==> src/rtl/cpu_sequencer_if.sv <==
// rtl/cpu_sequencer_if.sv - datapath-side bundle: instruction fetch address/data and write strobes
interface cpu_sequencer_if #(
  parameter int AW = 3
);
  logic [AW-1:0] instr_addr;
  logic [31:0]   instr;
  logic          RegWrite;
  logic          MemWrite;

  modport master (output instr_addr, output RegWrite, output MemWrite, input instr);
  modport slave  (input instr_addr, input RegWrite, input MemWrite, output instr);
endinterface

==> src/rtl/cpu_sequencer.sv <==
// rtl/cpu_sequencer.sv - sequences PC, fetch wait and one-cycle write strobes for the single-cycle datapath
module cpu_sequencer #(
  parameter int          AW         = 3,
  parameter int          LAST_ADDR  = 7,
  parameter int          WRAP       = 1,
  parameter logic [31:0] HALT_WORD  = 32'hFFFF_FFFF,
  parameter int          FETCH_WAIT = 1
) (
  input  logic                 clk,
  input  logic                 rst,
  input  logic                 run,
  input  logic                 step,
  input  logic                 reg_we_en,
  input  logic                 mem_we_en,
  cpu_sequencer_if.master      bus,
  output logic                 busy,
  output logic                 halted,
  output logic [7:0]           retired,
  output logic [2:0]           state_dbg
);

  localparam int WW = (FETCH_WAIT > 1) ? $clog2(FETCH_WAIT) : 1;

  typedef enum logic [2:0] {
    IDLE  = 3'd0,
    FETCH = 3'd1,
    EXEC  = 3'd2,
    WB    = 3'd3,
    ADV   = 3'd4,
    HALT  = 3'd5
  } state_t;

  state_t        state, state_n;
  logic [AW-1:0] addr_q;
  logic [WW-1:0] wait_cnt;
  logic          step_q;
  logic          reg_en_l, mem_en_l;
  logic          step_rise;
  logic          at_last;

  assign step_rise = step & ~step_q & ~run;
  assign at_last   = (addr_q == AW'(LAST_ADDR));

  always_comb begin
    state_n = state;
    case (state)
      IDLE:    if (run || step_rise) state_n = FETCH;
      FETCH:   if (wait_cnt == '0) state_n = EXEC;
      EXEC:    state_n = (bus.instr == HALT_WORD) ? HALT : WB;
      WB:      state_n = ADV;
      ADV: begin
        if (at_last && (WRAP == 0)) state_n = HALT;
        else if (run)               state_n = FETCH;
        else                        state_n = IDLE;
      end
      HALT:    state_n = HALT;
      default: state_n = IDLE;
    endcase
  end

  always_ff @(posedge clk or negedge rst) begin
    if (!rst) begin
      state    <= IDLE;
      addr_q   <= '0;
      wait_cnt <= '0;
      step_q   <= 1'b0;
      reg_en_l <= 1'b0;
      mem_en_l <= 1'b0;
      retired  <= 8'd0;
    end else begin
      state  <= state_n;
      step_q <= step;
      // Reload the fetch wait on every entry into FETCH, whether from IDLE or ADV.
      if (state_n == FETCH && state != FETCH)
        wait_cnt <= WW'(FETCH_WAIT - 1);
      else if (state == FETCH && wait_cnt != '0)
        wait_cnt <= wait_cnt - 1'b1;
      if (state == EXEC) begin
        reg_en_l <= reg_we_en;
        mem_en_l <= mem_we_en;
      end
      if (state == ADV) begin
        if (retired != 8'hFF) retired <= retired + 8'd1;
        if (!at_last)         addr_q  <= addr_q + 1'b1;
        else if (WRAP != 0)   addr_q  <= '0;
      end
    end
  end

  // Strobes decode only registered state, so instr never reaches them combinationally.
  assign bus.instr_addr = addr_q;
  assign bus.RegWrite   = (state == WB) & reg_en_l;
  assign bus.MemWrite   = (state == WB) & mem_en_l;
  assign busy           = (state == FETCH) || (state == EXEC) || (state == WB) || (state == ADV);
  assign halted         = (state == HALT);
  assign state_dbg      = state;

endmodule
==> src/flat_wrapper.sv <==
// flat-port wrapper written by rule: the top's interface ports become plain ports
module cpu_sequencer_flat 
#(
  parameter int          AW         = 3,
  parameter int          LAST_ADDR  = 7,
  parameter int          WRAP       = 1,
  parameter logic [31:0] HALT_WORD  = 32'hFFFF_FFFF,
  parameter int          FETCH_WAIT = 1
)
  (clk, rst, run, step, reg_we_en, mem_we_en, busy, halted, retired, state_dbg, bus_instr_addr, bus_RegWrite, bus_MemWrite, bus_instr);
  cpu_sequencer_if #(.AW(AW)) bus_i ();
  input  logic clk;
  input  logic rst;
  input  logic run;
  input  logic step;
  input  logic reg_we_en;
  input  logic mem_we_en;
  output logic busy;
  output logic halted;
  output logic [7:0] retired;
  output logic [2:0] state_dbg;
  output wire logic [$bits(bus_i.instr_addr)-1:0] bus_instr_addr;
  output wire logic [$bits(bus_i.RegWrite)-1:0] bus_RegWrite;
  output wire logic [$bits(bus_i.MemWrite)-1:0] bus_MemWrite;
  input wire logic [$bits(bus_i.instr)-1:0] bus_instr;
  assign bus_instr_addr = bus_i.instr_addr;
  assign bus_RegWrite = bus_i.RegWrite;
  assign bus_MemWrite = bus_i.MemWrite;
  assign bus_i.instr = bus_instr;
  cpu_sequencer #(.AW(AW), .LAST_ADDR(LAST_ADDR), .WRAP(WRAP), .HALT_WORD(HALT_WORD), .FETCH_WAIT(FETCH_WAIT)) u_core (.clk(clk), .rst(rst), .run(run), .step(step), .reg_we_en(reg_we_en), .mem_we_en(mem_we_en), .bus(bus_i), .busy(busy), .halted(halted), .retired(retired), .state_dbg(state_dbg));
endmodule
==> config.mk <==
export PLATFORM = sky130hd
export DESIGN_NAME = cpu_sequencer_flat
export DESIGN_NICKNAME = d
export VERILOG_FILES = /design/src/rtl/cpu_sequencer_if.sv /design/src/rtl/cpu_sequencer.sv /design/src/flat_wrapper.sv
export SDC_FILE = /design/constraint.sdc
export NUM_CORES = 1
export LEC_CHECK = 0
export CORE_MARGIN = 8
export CORE_UTILIZATION = 36
export DETAILED_ROUTE_END_ITERATION = 16
export GPL_TIMING_DRIVEN = 0
export PLACE_DENSITY = 0.86
export SLEW_MARGIN = 20
export SYNTH_ARGS = -nofsm -noshare
export SYNTH_HDL_FRONTEND = slang
export SYNTH_SLANG_ARGS = --single-unit
==> constraint.sdc <==
create_clock -name clk -period 1.8 [get_ports clk]
set_input_delay 0.36 -clock clk [delete_from_list [all_inputs] [get_ports clk]]
set_output_delay 0.36 -clock clk [all_outputs]
set_load 0.1 [all_outputs]
==> results of run 1 <==
-- through the flow --
step | power, W | setup slack, ns | area, µm² | utilization (%)
4_1_cts | 0.000719 | -0.0723 | 1650 | 67.9
5_1_grt | 0.000738 | -0.0268 | 1690 | 69.4
6_report | 0.000705 | 0.0313 | 1690 | 69.4
3_3_place_gp | 0.000505 | -0.705 | 1570 | 64.5
3_5_place_dp | 0.000507 | -0.705 | 1570 | 64.5
2_1_floorplan | 0.000417 | -0.0731 | 980 | -
-- synthesized netlist by cell type (all sizes together) (2+ instances only) --
master	instances
nor2	7
nand3	2
ha	3
mux2	4
o21ai	4
xnor2	2
buf	2
and3	2
nor3	5
xor2	6
nor4	3
nand2	7
nand2b	2
nand4	9
inv	2
dfrtp	18
a21o	2
-- routing by layer --
metal,vias up,wire (µm)
met3,4,398
li1,432,-
met1,421,936
met4,0,38
met2,47,1400
met5,-,0
-- power groups by stage --
stage	Combinational (W)	Clock, W	Sequential, W
2_1_floorplan	0.00000323	0	0.000414
3_3_place_gp	0.0000913	0	0.000414
3_5_place_dp	0.0000937	0	0.000414
4_1_cts	0.0000937	0.000220	0.000406
5_1_grt	0.0000988	0.000233	0.000406
6_report	0.0000926	0.000207	0.000405
-- what timing repair did --
action                                  4_1_cts  5_1_grt
pin swaps                                     1        2
endpoints found under the setup margin       18        6
gates resized for setup                      75        7
buffers inserted                              2        2
-- layout make-up --
type                       instances  area share [%]
buffer                             1           0.296
clock buffer                       4            1.56
multi-input combinational         64            30.4
timing repair buffer              59            37.2
sequential                        18            27.9
tap                               30            2.22
inverter                           2           0.444
-- cells by family after synthesis --
logic type               count (synthesis)  synth area share (%)
multiplexers                             4                  4.93
buffers and inverters                    4                  2.19
AND/OR/NAND/NOR                         40                  23.8
AO/OA/AOI/OAI                            9                  7.95
flip-flops                              18                  49.3
XOR/XNOR                                 8                  7.67
adder cells (fa/ha/maj)                  3                  4.11
-- path summary, 6_finish.rpt --
kind                                          startpoint                             to  slack [ns]
min reg2reg                u_core.retired[7]$_DFFE_PN0P_  u_core.retired[7]$_DFFE_PN0P_        0.50
min                        u_core.retired[7]$_DFFE_PN0P_  u_core.retired[7]$_DFFE_PN0P_        0.50
max                        u_core.state_dbg[2]$_DFF_PN0_                   bus_RegWrite        0.03
min in group asynchronous                            rst  u_core.state_dbg[1]$_DFF_PN0_        0.53
max reg2reg                u_core.state_dbg[0]$_DFF_PN0_  u_core.retired[4]$_DFFE_PN0P_        0.08
max in group asynchronous                            rst  u_core.state_dbg[0]$_DFF_PN0_        0.69
-- registers in the layout (all words and copies together) (netlist names) --
name,cells
u_core.retired,8
u_core.bus.instr_addr,3
u_core.state_dbg,3
u_core.mem_en_l,1
u_core.reg_en_l,1
u_core.step_q,1
u_core.wait_cnt,1
-- critical path: cells and delay by family, from the launching register on --
family	cells	cell delay, ns
flops	1	0.51
simple gates	2	0.43
buf+inv	1	0.17
==> reports/results.md, run 1 <==
| Parameter | Reported | Unit |
| --- | --- | --- |
| Outcome | complete, no violations | - |
| Nets | 190 | - |
| Power density over the cells | 417 | nW/µm² |
| Cells after Synth | 86 | - |
| CP Data Required Time | 1.44 | ns |
| Number of CTS-inserted buffers | 3 | - |
| RSZ-0062 raised after global routing | true | - |
| Net Count, Synth | 127 | - |
| Met3 track utilization from global routing | 7.80 | % |
| Overall die area | 4400 | µm² |
| Fill cell total of the finished layout | 193 | - |
| Number of instances on the worst hold path | 1 | - |
| TritonCTS clock tree | yes | - |
| Clock Tree Buf Depth | 2 | - |
| Share of the clock period used by the worst path | 98.3 | % |
| Syn_area_per_cell | 10.6 | µm² |
| Source-to-sink clock delay at the later pin of the worst-skew pair | 0.29 | ns |
| Power share of the sequential group | 57.5 | % |
| TritonCTS Sinks | 18 | - |
| Placed cell count | 171 | - |
| Depth of the most critical reg-to-reg path | 5 | - |
| Part of the Yosys area used for sequential elements | 49.3 | % |
| Largest net degree at the start of global routing | 19 | - |
| Hold-fix buffers at CTS | 0 | - |
| Routed vias/inst | 5.08 | - |
| Final estimated routing congestion in global placement | 0.752 | - |
| Cell area after synthesis | 913 | µm² |
| Number of global-route vias before repair | 1,049 | - |
| Count of nets left with antenna violations after detail routing | 0 | - |
| Number of synthesized flops with an enable pin | 0 | - |
| Warning count from the yosys run | 0 | - |
| Area taken by multi-input logic gates | 513 | µm² |
| Share of async-settable or async-resettable flops after synthesis | 100 | % |
| Slowest Stage Delay on Critical Path | 0.51 | ns |
| Peak-usage layer in the global routing report | met2 | - |
| # diodes | 0 | - |
| Max stage delay cell, worst path | dfrtp_4 | - |
| Max Transition Viols Final | 0 | - |
| Worst-Margin Slew | 0.806 | ns |
| Root Driver | clkbuf_4 | - |
| Sw Share | 20.1 | % |
| Worst EP arrival | 1.41 | ns |
| Area growth from synthesis to layout | 84.9 | % |
| Power share of the clock group | 29.3 | % |
| Post-detailed-route wirelength per cell | 15.6 | µm |
| Logic pwr share | 13.1 | % |
| Number of DRC markers in iteration 0 | 29 | - |
| Total area of sequential cells | 472 | µm² |
| Cell-internal power | 0.000563 | W |
| Cells traversed along the worst timing path | and2b_1 > and3_4 > buf_12 | - |
| Fmax achieved | 565 | MHz |
| Primary FF master, synth | dfrtp_1 | - |
| IO Port Bufs | 55 | - |
| Most used cells in the layout excluding fill and tap cells | 37 x clkdlybuf4s50_1, 14 x clkdlybuf4s15_2, 9 x nand4_1 | - |
| Clock transition at path regs | 0.10 | ns |
| Total half-perimeter wirelength after legalization and detailed placement | 2270 | µm |
| Initial antenna violation count | 0 | - |
| Met2 Usage GRT | 23.6 | % |
| Overflow after GRT | 0 | - |
| Y dimension of the die | 66.4 | µm |
| Share of the synthesized area in the top cell type | 49.3 | % |
| Placement Rows | 18 | - |
| Post-detailed-route DRC marker count | 0 | - |
| Start-to-end type of the worst setup path | flop to output pin | - |
| Setup violators final | 0 | - |
| Crit Path Max Fanout | 5 | - |
| Cell taking the most area after synthesis | dfrtp_1 | - |
| Setup TNS | 0 | ns |
| Peak supply drop | 329 | µV |
| Die width | 66.4 | µm |
| H-Tree Level Count | 1 | - |
| Most frequent standard cell in the layout excluding fill and tap cells | clkdlybuf4s50_1 | - |
| Max capacitance violation total | 0 | - |
| Switching power | 0.000142 | W |
| Hold WS | 0.501 | ns |
| Crit path time final | 1.77 | ns |
| Share of post-route cells with drive strength above 1 | 35.1 | % |
| Number of vias after detailed routing | 904 | - |
| Core outline area | 2430 | µm² |
| Overall global routing resource usage | 13.0 | % |
| Slew margin rel. | 46.1 | % |
| Register bit total from synthesis | 18 | - |
| Path class of the lowest-slack min-delay path | flop to flop | - |
| Cells taking the most area after synthesis | dfrtp_1 49%, nand4_1 6.2%, xor2_1 5.8% | - |
| First-pass iteration count of the detailed router | 3 | - |
| Starting utilization of the core area | 37.6 | % |
| IO Pins | 56 | - |
| Final Instance Count excl. Fillers | 178 | - |
| Element type at the critical path end | output pin | - |
| CP Launch Type | flop | - |
| First-pass GRT wire length | 4490 | µm |
| Synth unique cells | 25 | - |
| Final Hold Violating Endpoints | 0 | - |
| Met1 GRT Util | 11.4 | % |
| Clock tree skew after final layout | 0.00114 | ns |
| Total routed wirelength | 2770 | µm |
| Static leakage power | 0.735 | nW |
Note: power is estimated with default switching activity, not from simulation.
==> inputs of run 2 (changes only) <==
clock period = 1.9 ns   (was 1.8 ns; I/O delays follow)
==> run 2 against run 1 <==
Sequential share of layout area rose by 0.90 points. Via count fell by 1.4%. Non-clock buffer count fell by 3. Total power fell by 0.83%. Routed wire length fell by 7.7%. Combinational power fell by 7.5%. Clock skew rose by 0.0027 ns. Register-to-register slack improved by 0.13 ns. Sequential cell count did not move. Critical path depth did not move. Worst hold slack got worse by 0.014 ns. Worst setup slack improved by 0.054 ns. Largest power group unchanged.
==> reports/results.md, run 2 (synthesis results as in run 1) <==
| Parameter | Reported | Unit |
| --- | --- | --- |
| Outcome | complete, no violations | - |
| Max stage delay cell, worst path | dfrtp_4 | - |
| Number of DRC markers in iteration 0 | 35 | - |
| Timing endpoint of the critical path | bus_RegWrite | - |
| H-Tree Level Count | 1 | - |
| TritonCTS Sinks | 18 | - |
| Critical path depth | 3 | - |
| Fmax achieved | 551 | MHz |
| Depth of the most critical reg-to-reg path | 5 | - |
| Number of vias after detailed routing | 891 | - |
| Total half-perimeter wirelength after legalization and detailed placement | 2190 | µm |
| Number of CTS-inserted buffers | 3 | - |
| Clock transition at path regs | 0.10 | ns |
| First-pass GRT wire length | 4310 | µm |
| Count of nets left with antenna violations after detail routing | 0 | - |
| Slack of the critical path | 0.0850 | ns |
| IO Pins | 56 | - |
| Share of the clock period used by the worst path | 95.5 | % |
| Start-to-end type of the worst setup path | flop to output pin | - |
| # diodes | 0 | - |
| Core outline area | 2430 | µm² |
| Slew margin rel. | 47.2 | % |
| Placed cell count | 171 | - |
| Clock Tree Buf Depth | 2 | - |
| Slowest Stage Delay on Critical Path | 0.52 | ns |
| Power density over the cells | 432 | nW/µm² |
| CP Launch Type | flop | - |
| Most used cells in the layout excluding fill and tap cells | 37 x clkdlybuf4s50_1, 13 x clkdlybuf4s15_2, 10 x dfrtp_2 | - |
| Worst reg2reg path endpoint | u_core.retired[6]$_DFFE_PN0P_ | - |
| Post-detailed-route DRC marker count | 0 | - |
| First element of the critical path | u_core.state_dbg[2]$_DFF_PN0_ | - |
| Hold-fix buffers at CTS | 0 | - |
| WP buf/inv | 1 | - |
| IO Port Bufs | 55 | - |
| Peak supply drop | 308 | µV |
| CP Data Required Time | 1.52 | ns |
| Setup TNS | 0 | ns |
| Setup violators final | 0 | - |
| Max capacitance violation total | 0 | - |
| First-pass iteration count of the detailed router | 4 | - |
| RSZ-0062 raised after global routing | false | - |
| Reg-to-reg critical path startpoint | u_core.state_dbg[0]$_DFF_PN0_ | - |
| Die width | 66.4 | µm |
| TritonCTS clock tree | yes | - |
| Static leakage power | 0.706 | nW |
| Area growth from synthesis to layout | 77.3 | % |
| Overall global routing resource usage | 12.3 | % |
| Cell family contributing the most delay on the critical path | flip-flops | - |
| Number of global-route vias before repair | 1,025 | - |
| Initial antenna violation count | 0 | - |
| Nets | 187 | - |
| Y dimension of the die | 66.4 | µm |
| Share of post-route cells with drive strength above 1 | 31.7 | % |
| Overall die area | 4400 | µm² |
| Final Instance Count excl. Fillers | 175 | - |
| Post-Place Worst Slack | -0.621 | ns |
| Placement Rows | 18 | - |
| End-of-flow core utilization | 66.6 | % |
| Worst-Margin Slew | 0.790 | ns |
| Root Driver | clkbuf_4 | - |
| Source-to-sink clock delay at the later pin of the worst-skew pair | 0.28 | ns |
| Largest net degree at the start of global routing | 19 | - |
| Worst EP arrival | 1.44 | ns |
| Hold WS | 0.486 | ns |
| Clock tree skew after final layout | 0.00386 | ns |
| Most frequent standard cell in the layout excluding fill and tap cells | clkdlybuf4s50_1 | - |
| Register name with the most flops | u_core.retired | - |
| Path class of the lowest-slack min-delay path | flop to flop | - |
| Final estimated routing congestion in global placement | 0.767 | - |
| Cells traversed along the worst timing path | and2b_1 > and3_4 > buf_12 | - |
| Max Transition Viols Final | 0 | - |
| Overflow after GRT | 0 | - |
| Element type at the critical path end | output pin | - |
| Worst reg-to-reg setup slack | 0.21 | ns |
| Starting utilization of the core area | 37.6 | % |
| Crit Path Max Fanout | 7 | - |
| Post-detailed-route wirelength per cell | 14.6 | µm |
| Final Hold Violating Endpoints | 0 | - |
| Flip-flop count of the largest register, all copies and words added | 8 | - |
| Crit path time final | 1.82 | ns |
| Total routed wirelength | 2560 | µm |
| Routed vias/inst | 5.09 | - |
run 2: where the power goes:
part           internal, W  switching (W)  leakage, nW
logic            0.0000676      0.0000181        0.462
clock network     0.000117       0.000113       0.0210
registers         0.000384    0.000000282        0.224
total             0.000568       0.000131        0.706
run 2: repair_timing:
action / CTS / global route
pin swaps: 0 / 1
resized for setup: 74 / 1
setup buffers: 0 / 1
endpoints found under the setup margin: 18 / 3
run 2: final cells by class:
| cell class | count | area [µm²] |
|---|---|---|
| Fill cell | 202 | 813 |
| Timing Repair Buffer | 56 | 584 |
| Multi-Input combinational cell | 64 | 482 |
| Sequential cell | 18 | 467 |
| Tap cell | 30 | 37.5 |
| Clock buffer | 4 | 36.3 |
| Inverter | 2 | 7.51 |
| Buffer | 1 | 5.00 |
run 2: stage by stage:
stage          power (W)  area, µm²
3_5_place_dp    0.000478       1550
5_1_grt         0.000733       1620
6_report        0.000699       1620
2_1_floorplan   0.000395        962
4_1_cts         0.000710       1630
3_3_place_gp    0.000477       1550
run 2: worst min path at each step:
stage                                   from                                   end  cells past startpoint  slack [ns]
2_1_floorplan                            rst  u_core.bus.instr_addr[0]$_DFFE_PN0P_                      0        0.08
4_1_cts        u_core.retired[4]$_DFFE_PN0P_         u_core.retired[4]$_DFFE_PN0P_                      1        0.49
6_report       u_core.retired[4]$_DFFE_PN0P_         u_core.retired[4]$_DFFE_PN0P_                      1        0.49
3_3_place_gp   u_core.retired[4]$_DFFE_PN0P_         u_core.retired[4]$_DFFE_PN0P_                      1        0.46
3_5_place_dp   u_core.retired[4]$_DFFE_PN0P_         u_core.retired[4]$_DFFE_PN0P_                      1        0.47
5_1_grt        u_core.retired[7]$_DFFE_PN0P_         u_core.retired[7]$_DFFE_PN0P_                      1        0.50
run 2: metal layers:
metal	share of wire (%)	vias to the layer above	GRT usage (%)
met5	0	-	0
met2	50	52	21.4
met1	34	407	11.8
li1	-	430	-
met3	15	2	8.31
met4	0.31	0	2.40
run 2: worst reg2reg max path, stage by stage (launching register included):
cell and delay (ns):
dfrtp_2 0.48, or3b_1 0.37, buf_2 0.16, o21bai_4 0.22, nor3_1 0.21, xor2_1 0.18
